[src/rtl/rv32i_pkg.sv]
// rv32i_pkg: decoder encodings, LSU state enum and the access-legality check.
package rv32i_pkg;
  localparam logic [1:0] RD_LOAD = 2'b01;
  localparam logic [2:0] LT_LB  = 3'b000;
  localparam logic [2:0] LT_LH  = 3'b001;
  localparam logic [2:0] LT_LW  = 3'b010;
  localparam logic [2:0] LT_LBU = 3'b100;
  localparam logic [2:0] LT_LHU = 3'b101;
  localparam logic [1:0] ST_SB  = 2'b00;
  localparam logic [1:0] ST_SH  = 2'b01;
  localparam logic [1:0] ST_SW  = 2'b10;
  typedef enum logic [1:0] {S_IDLE, S_REQ, S_WAIT, S_DONE} lsu_state_e;
  // High for reserved encodings and for halfword/word accesses off their natural boundary.
  function automatic logic lsu_bad(input logic ld, input logic [2:0] lt, input logic [1:0] st,
                                   input logic [1:0] a);
    return ld ? (lt == 3'b011 || lt[2:1] == 2'b11 || ((lt == LT_LH || lt == LT_LHU) && a[0]) ||
                 (lt == LT_LW && a != 2'b00))
              : (st == 2'b11 || (st == ST_SH && a[0]) || (st == ST_SW && a != 2'b00));
  endfunction
endpackage

[src/rtl/lsu_align_rv32i.sv]
// lsu_align_rv32i: load lane select/extend and store byte-enable/lane replication.
module lsu_align_rv32i import rv32i_pkg::*; (
  input  logic [1:0]  off_i,
  input  logic [2:0]  loadtype_i,
  input  logic [1:0]  storetype_i,
  input  logic [31:0] wdata_i,
  input  logic [31:0] rdata_i,
  output logic [31:0] ld_data_o,
  output logic [3:0]  st_be_o,
  output logic [31:0] st_wdata_o
);
  logic [7:0]  b;
  logic [15:0] h;
  always_comb begin
    b = 8'(rdata_i >> {off_i, 3'b000});
    h = off_i[1] ? rdata_i[31:16] : rdata_i[15:0];
    ld_data_o = loadtype_i == LT_LB  ? {{24{b[7]}}, b}
              : loadtype_i == LT_LBU ? {24'd0, b}
              : loadtype_i == LT_LH  ? {{16{h[15]}}, h}
              : loadtype_i == LT_LHU ? {16'd0, h}
              : rdata_i;
    st_be_o = storetype_i == ST_SB ? 4'b0001 << off_i
            : storetype_i == ST_SH ? (off_i[1] ? 4'b1100 : 4'b0011)
            : 4'b1111;
    st_wdata_o = storetype_i == ST_SB ? {4{wdata_i[7:0]}}
               : storetype_i == ST_SH ? {2{wdata_i[15:0]}}
               : wdata_i;
  end
endmodule

[src/rtl/lsu_rv32i.sv]
// lsu_rv32i: single-outstanding RV32I load/store unit with a req/gnt/rvalid bus.
// Optional bus watchdog enabled by defining LSU_BUS_TIMEOUT_EN (limit TIMEOUT_CYCLES).
module lsu_rv32i import rv32i_pkg::*; #(
  parameter int TIMEOUT_CYCLES = 255
) (
  input  logic        clk,
  input  logic        rst_n,
  input  logic [1:0]  cu_rdtype,
  input  logic [2:0]  cu_loadtype,
  input  logic        cu_store,
  input  logic [1:0]  cu_storetype,
  input  logic [31:0] addr,
  input  logic [31:0] wdata,
  output logic        lsu_stall,
  output logic [31:0] lsu_rdata,
  output logic        lsu_err,
  output logic        mem_req,
  output logic        mem_we,
  output logic [31:0] mem_addr,
  output logic [3:0]  mem_be,
  output logic [31:0] mem_wdata,
  input  logic        mem_gnt,
  input  logic        mem_rvalid,
  input  logic [31:0] mem_rdata
);
  lsu_state_e  state_q, state_d;
  logic [31:0] addr_q, wdata_q, rdata_q, ld_data, st_wdata;
  logic [2:0]  lt_q;
  logic [1:0]  st_q;
  logic [3:0]  st_be;
  logic        ld_q, err_q, tmo, is_load, op, bad;
  assign is_load = cu_rdtype == RD_LOAD;
  assign op      = is_load | cu_store;
  assign bad     = lsu_bad(is_load, cu_loadtype, cu_storetype, addr[1:0]);
`ifdef LSU_BUS_TIMEOUT_EN
  logic [7:0] cnt_q;
  // A bus event in the expiry cycle takes precedence over the timeout.
  assign tmo = cnt_q == 8'(TIMEOUT_CYCLES - 1) &&
               ((state_q == S_REQ && !mem_gnt) || (state_q == S_WAIT && !mem_rvalid));
  always_ff @(posedge clk)
    cnt_q <= (rst_n && (state_q == S_REQ || state_q == S_WAIT)) ? cnt_q + 8'd1 : 8'd0;
`else
  logic unused_tmo;
  assign unused_tmo = TIMEOUT_CYCLES != 0;
  assign tmo = 1'b0;
`endif
  always_comb
    state_d = state_q == S_IDLE ? (op ? (bad ? S_DONE : S_REQ) : S_IDLE)
            : state_q == S_REQ  ? (mem_gnt ? (ld_q ? S_WAIT : S_DONE) : (tmo ? S_DONE : S_REQ))
            : state_q == S_WAIT ? ((mem_rvalid || tmo) ? S_DONE : S_WAIT)
            : S_IDLE;
  always_ff @(posedge clk) begin
    if (!rst_n) begin
      state_q <= S_IDLE;
      addr_q  <= '0;
      wdata_q <= '0;
      rdata_q <= '0;
      lt_q    <= '0;
      st_q    <= '0;
      ld_q    <= 1'b0;
      err_q   <= 1'b0;
    end else begin
      state_q <= state_d;
      if (state_q == S_IDLE && op) begin
        addr_q  <= addr;
        wdata_q <= wdata;
        lt_q    <= cu_loadtype;
        st_q    <= cu_storetype;
        ld_q    <= is_load;
        err_q   <= bad;
        rdata_q <= '0;
      end
      if (state_q == S_WAIT && mem_rvalid) rdata_q <= ld_data;
      if (tmo) err_q <= 1'b1;
    end
  end
  lsu_align_rv32i u_align (
    .off_i       (addr_q[1:0]),
    .loadtype_i  (lt_q),
    .storetype_i (st_q),
    .wdata_i     (wdata_q),
    .rdata_i     (mem_rdata),
    .ld_data_o   (ld_data),
    .st_be_o     (st_be),
    .st_wdata_o  (st_wdata)
  );
  assign mem_req   = state_q == S_REQ;
  assign mem_we    = mem_req & ~ld_q;
  assign mem_be    = mem_req ? (ld_q ? 4'b1111 : st_be) : 4'b0000;
  assign mem_addr  = mem_req ? {addr_q[31:2], 2'b00} : '0;
  assign mem_wdata = mem_we ? st_wdata : '0;
  assign lsu_stall = (state_q == S_IDLE && op) || state_q == S_REQ || state_q == S_WAIT;
  assign lsu_err   = state_q == S_DONE && err_q;
  assign lsu_rdata = (state_q == S_DONE && !err_q) ? rdata_q : '0;
endmodule

[config.mk]
export PLATFORM = sky130hd
export DESIGN_NAME = lsu_rv32i
export DESIGN_NICKNAME = d
export VERILOG_FILES = /design/src/rtl/rv32i_pkg.sv /design/src/rtl/lsu_align_rv32i.sv /design/src/rtl/lsu_rv32i.sv
export SDC_FILE = /design/constraint.sdc
export NUM_CORES = 1
export LEC_CHECK = 0
export CAP_MARGIN = 20
export CORE_MARGIN = 1
export CORE_UTILIZATION = 60
export CTS_BUF_LIST = sky130_fd_sc_hd__clkbuf_2
export CTS_CLUSTER_SIZE = 10
export DETAILED_ROUTE_END_ITERATION = 8
export DONT_BUFFER_PORTS = 1
export PLACE_DENSITY = 0.78
export RECOVER_POWER = 50
export SYNTH_ARGS = -nofsm -noshare
export SYNTH_HDL_FRONTEND = slang
export SYNTH_HIERARCHICAL = 1
export SYNTH_SLANG_ARGS = --single-unit
[constraint.sdc]
create_clock -name clk -period 4.46 [get_ports clk]
set_input_delay 0.446 -clock clk [delete_from_list [all_inputs] [get_ports clk]]
set_output_delay 0.446 -clock clk [all_outputs]
set_load 0.05 [all_outputs]
==> impl_metrics.toml <==
[worst_setup_path]
path_cells = "nand2b_2 -> nor2_2 -> clkbuf_1 -> and2_1"
critical_path.startpoint = "state_q[0]"
reg2reg_depth = 5
r2r_start = "state_q[0]"
end_kind = "output port"
cpPeakStageDelay_ns = 1.15
worstPathArrival_ns = 3.11
r2r_slack_ns = 0.98
critical_path_class = "flop to output port"
worstReg2RegEnd = "rdata_q[10]"
cp.required_ns = 4.01
crit_fanout = 33
cp_slowest_cell = "clkbuf_1"
start_kind = "flop"

[sta]
fin_crit_sh_pct = 79.6
fmax_mhz = 282
rsz0062_at_grt = "false"
finalCriticalPeriod_ns = 3.55
drv_slew = 138
setup_viol = 0
fin_tns_setup_ns = 0
hold_viol = 0
relSlewSlack_pct = -31.4
worstMarginPinSlew_ns = 1.96
finalClockSkew_ns = 0.0497

[worst_hold_path]
min_to = "wdata_q[27]"
hold_depth = 2
worstHoldStart = "wdata[27]"
min-delay-path-class = "input pin to flop"

[clock_tree]
root_buffer = "clkbuf_2"
clock_latency_ns = 0.55
clockBufferDepth = 2
h-tree-depth = 3
cts_resized = 0
clkTransAtPathRegs_ns = 0.30
clkSinkCount = 105
cts_tree = "done"
numCtsBuffers = 9

[final_layout]
layout_commonest_cell = "nand2_1"
area_delta_synth_final_pct = 8.73
layout_common_cells = "nand2_1 (199), dfxtp_1 (105), a21oi_1 (98)"
fin_util_pct = 67.0
n_fill_cell = 810
nets = 905
drive_gt1_share_pct = 10.5

[power_and_ir_drop]
p_per_area_mw_per_mm2 = 368
p_leak_nw = 2.39
ir_drop_uv = 243

[synthesis]
synthFlopType = "dfxtp_1"
yosysWarningCount = 6
syn-instance-count = 781
synth_cell_type_count = 56
synth-edff-count = 0
ys_async_sr_fraction_pct = 0
avgSynthCellArea_um2 = 7.67
ys_ff_latch = 105
netlist_area_mm2 = 0.00599
ys_seq_area_share_pct = 35.1

[global_routing]
track_usage_pct = 29.1
antenna_found_initial = 0
grt_util_met1_pct = 34.2
grt_pass1_vias = 4854
grt_start_max_net_pins = 74
grtUsageMet2_pct = 50.4
busiest_layer = "met2"
gr-usage-met3_pct = 7.66
grt_pass1_wl_um = 23800
grt_overflow = 0

[floorplan]
rows = 36
die_height_um = 102
start_util_pct = 61.6
die-area_mm2 = 0.0104
dieWidth_um = 102
ios = 212
core_mm2 = 0.00973

[detailed_routing]
via_count = 5443
drtIter0Drc = 322
wl_per_cell_um = 16.9
via_per_inst = 5.82
ant_nets = 0
postRouteWirelength_um = 15800
dr.pass1.iters = 5
drc = 0

[placement]
hpwl_um = 9880
port_buffers = 0
globalplace.congestion = 0.911

[run]
max_cap_violations = 4

[outcome]
violations = "capacitance limit, slew limit"
status = "finished, violations left"
## sequential cells by signal, summed over array words and instances (netlist names)
register  count
err_q         1
state_q       2
addr_q       32
lt_q          3
rdata_q      32
wdata_q      32
ld_q          1
st_q          2
## critical path: cells and delay by family (launching register included)
kind	cells	cell delay (ns)
buf+inv	1	1.15
simple gates	3	0.90
flops	1	0.51
## cell families (layout without fill, tap and decap cells)
family | count (synthesis) | after routing | synth area share, %
AO/OA/AOI/OAI | 165 | 165 | 17.2
other | 1 | 3 | 0.0626
AND/OR/NAND/NOR | 398 | 398 | 32.1
flip-flops | 105 | 105 | 35.1
buffers and inverters | 78 | 97 | 8.33
multiplexers | 34 | 34 | 7.18
## cells in the mapped netlist, types with 2 or more instances
cell type	n	area [µm²]
nand2b_1	2	12.5
nor2b_1	19	119
o21ai_2	9	78.8
and2_1	94	588
o21ai_1	6	30.0
a21o_1	2	15.0
o21ai_0	12	60.1
mux2_2	18	203
a21oi_2	13	114
or2_1	2	12.5
clkbuf_1	24	90.1
buf_6	9	101
buf_2	20	100
dfxtp_1	105	2100
nor2_1	21	78.8
a31oi_1	12	75.1
a21oi_1	97	485
buf_8	4	60.1
nand2_1	199	747
buf_4	14	105
and3_1	3	18.8
mux2i_1	10	100
mux4_2	5	113
nand2_2	10	62.6
nor3_1	2	10.0
inv_1	4	15.0
o21bai_1	2	15.0
a221o_1	2	20.0
nand3_1	34	170
## repair_timing
item | in CTS | in global routing
hold endpoints to repair | 66 | 4
hold buffers | 65 | 4
buffers inserted | 0 | 0
## metal layers
| layer | up-vias | part of all wire (%) |
|---|---|---|
| li1 | 2604 | - |
| met4 | 0 | 3.2 |
| met2 | 262 | 49 |
| met5 | - | 0 |
| met1 | 2535 | 39 |
| met3 | 42 | 8.6 |
## worst max path at each step
stage | end | slack, ns | cells after the start
3_3_place_gp | mem_wdata[12] | 2.00 | 3
4_1_cts | mem_wdata[14] | 1.28 | 3
2_1_floorplan | lsu_stall | 2.13 | 3
5_1_grt | rdata_q[10] | 0.68 | 5
6_report | mem_wdata[16] | 0.91 | 4
3_5_place_dp | mem_wdata[14] | 1.94 | 3
## metrics by stage
stage	total power (W)	hold WS, ns	instance area [µm²]	setup slack (ns)	instances
6_report	0.00240	0.0505	6520	0.908	935
3_3_place_gp	0.00195	0.438	5720	2.00	846
2_1_floorplan	0.00193	0.432	6000	2.13	782
5_1_grt	0.00254	0.0128	6510	0.683	934
3_5_place_dp	0.00198	0.443	5740	1.94	847
4_1_cts	0.00240	0.00107	6470	1.28	927
## layout make-up
cell class	instances	area (µm²)	share of cell area, %
antenna	1	2.50	0.0384
clock buffer	10	50.0	0.768
clock inverter	5	32.5	0.499
inverter	5	20.0	0.307
multi-input combinational	599	3370	51.8
sequential	105	2100	32.3
tap	133	166	2.55
timing repair buffer	77	769	11.8
## power by group
part,internal (W),switching (W),total [W]
Combinational,0.000290,0.000593,0.000884
Sequential,0.00104,0.000101,0.00114
Clock,0.0000724,0.000301,0.000374
Total,0.00140,0.000996,0.00240
Power figures use the tool's default switching activity.
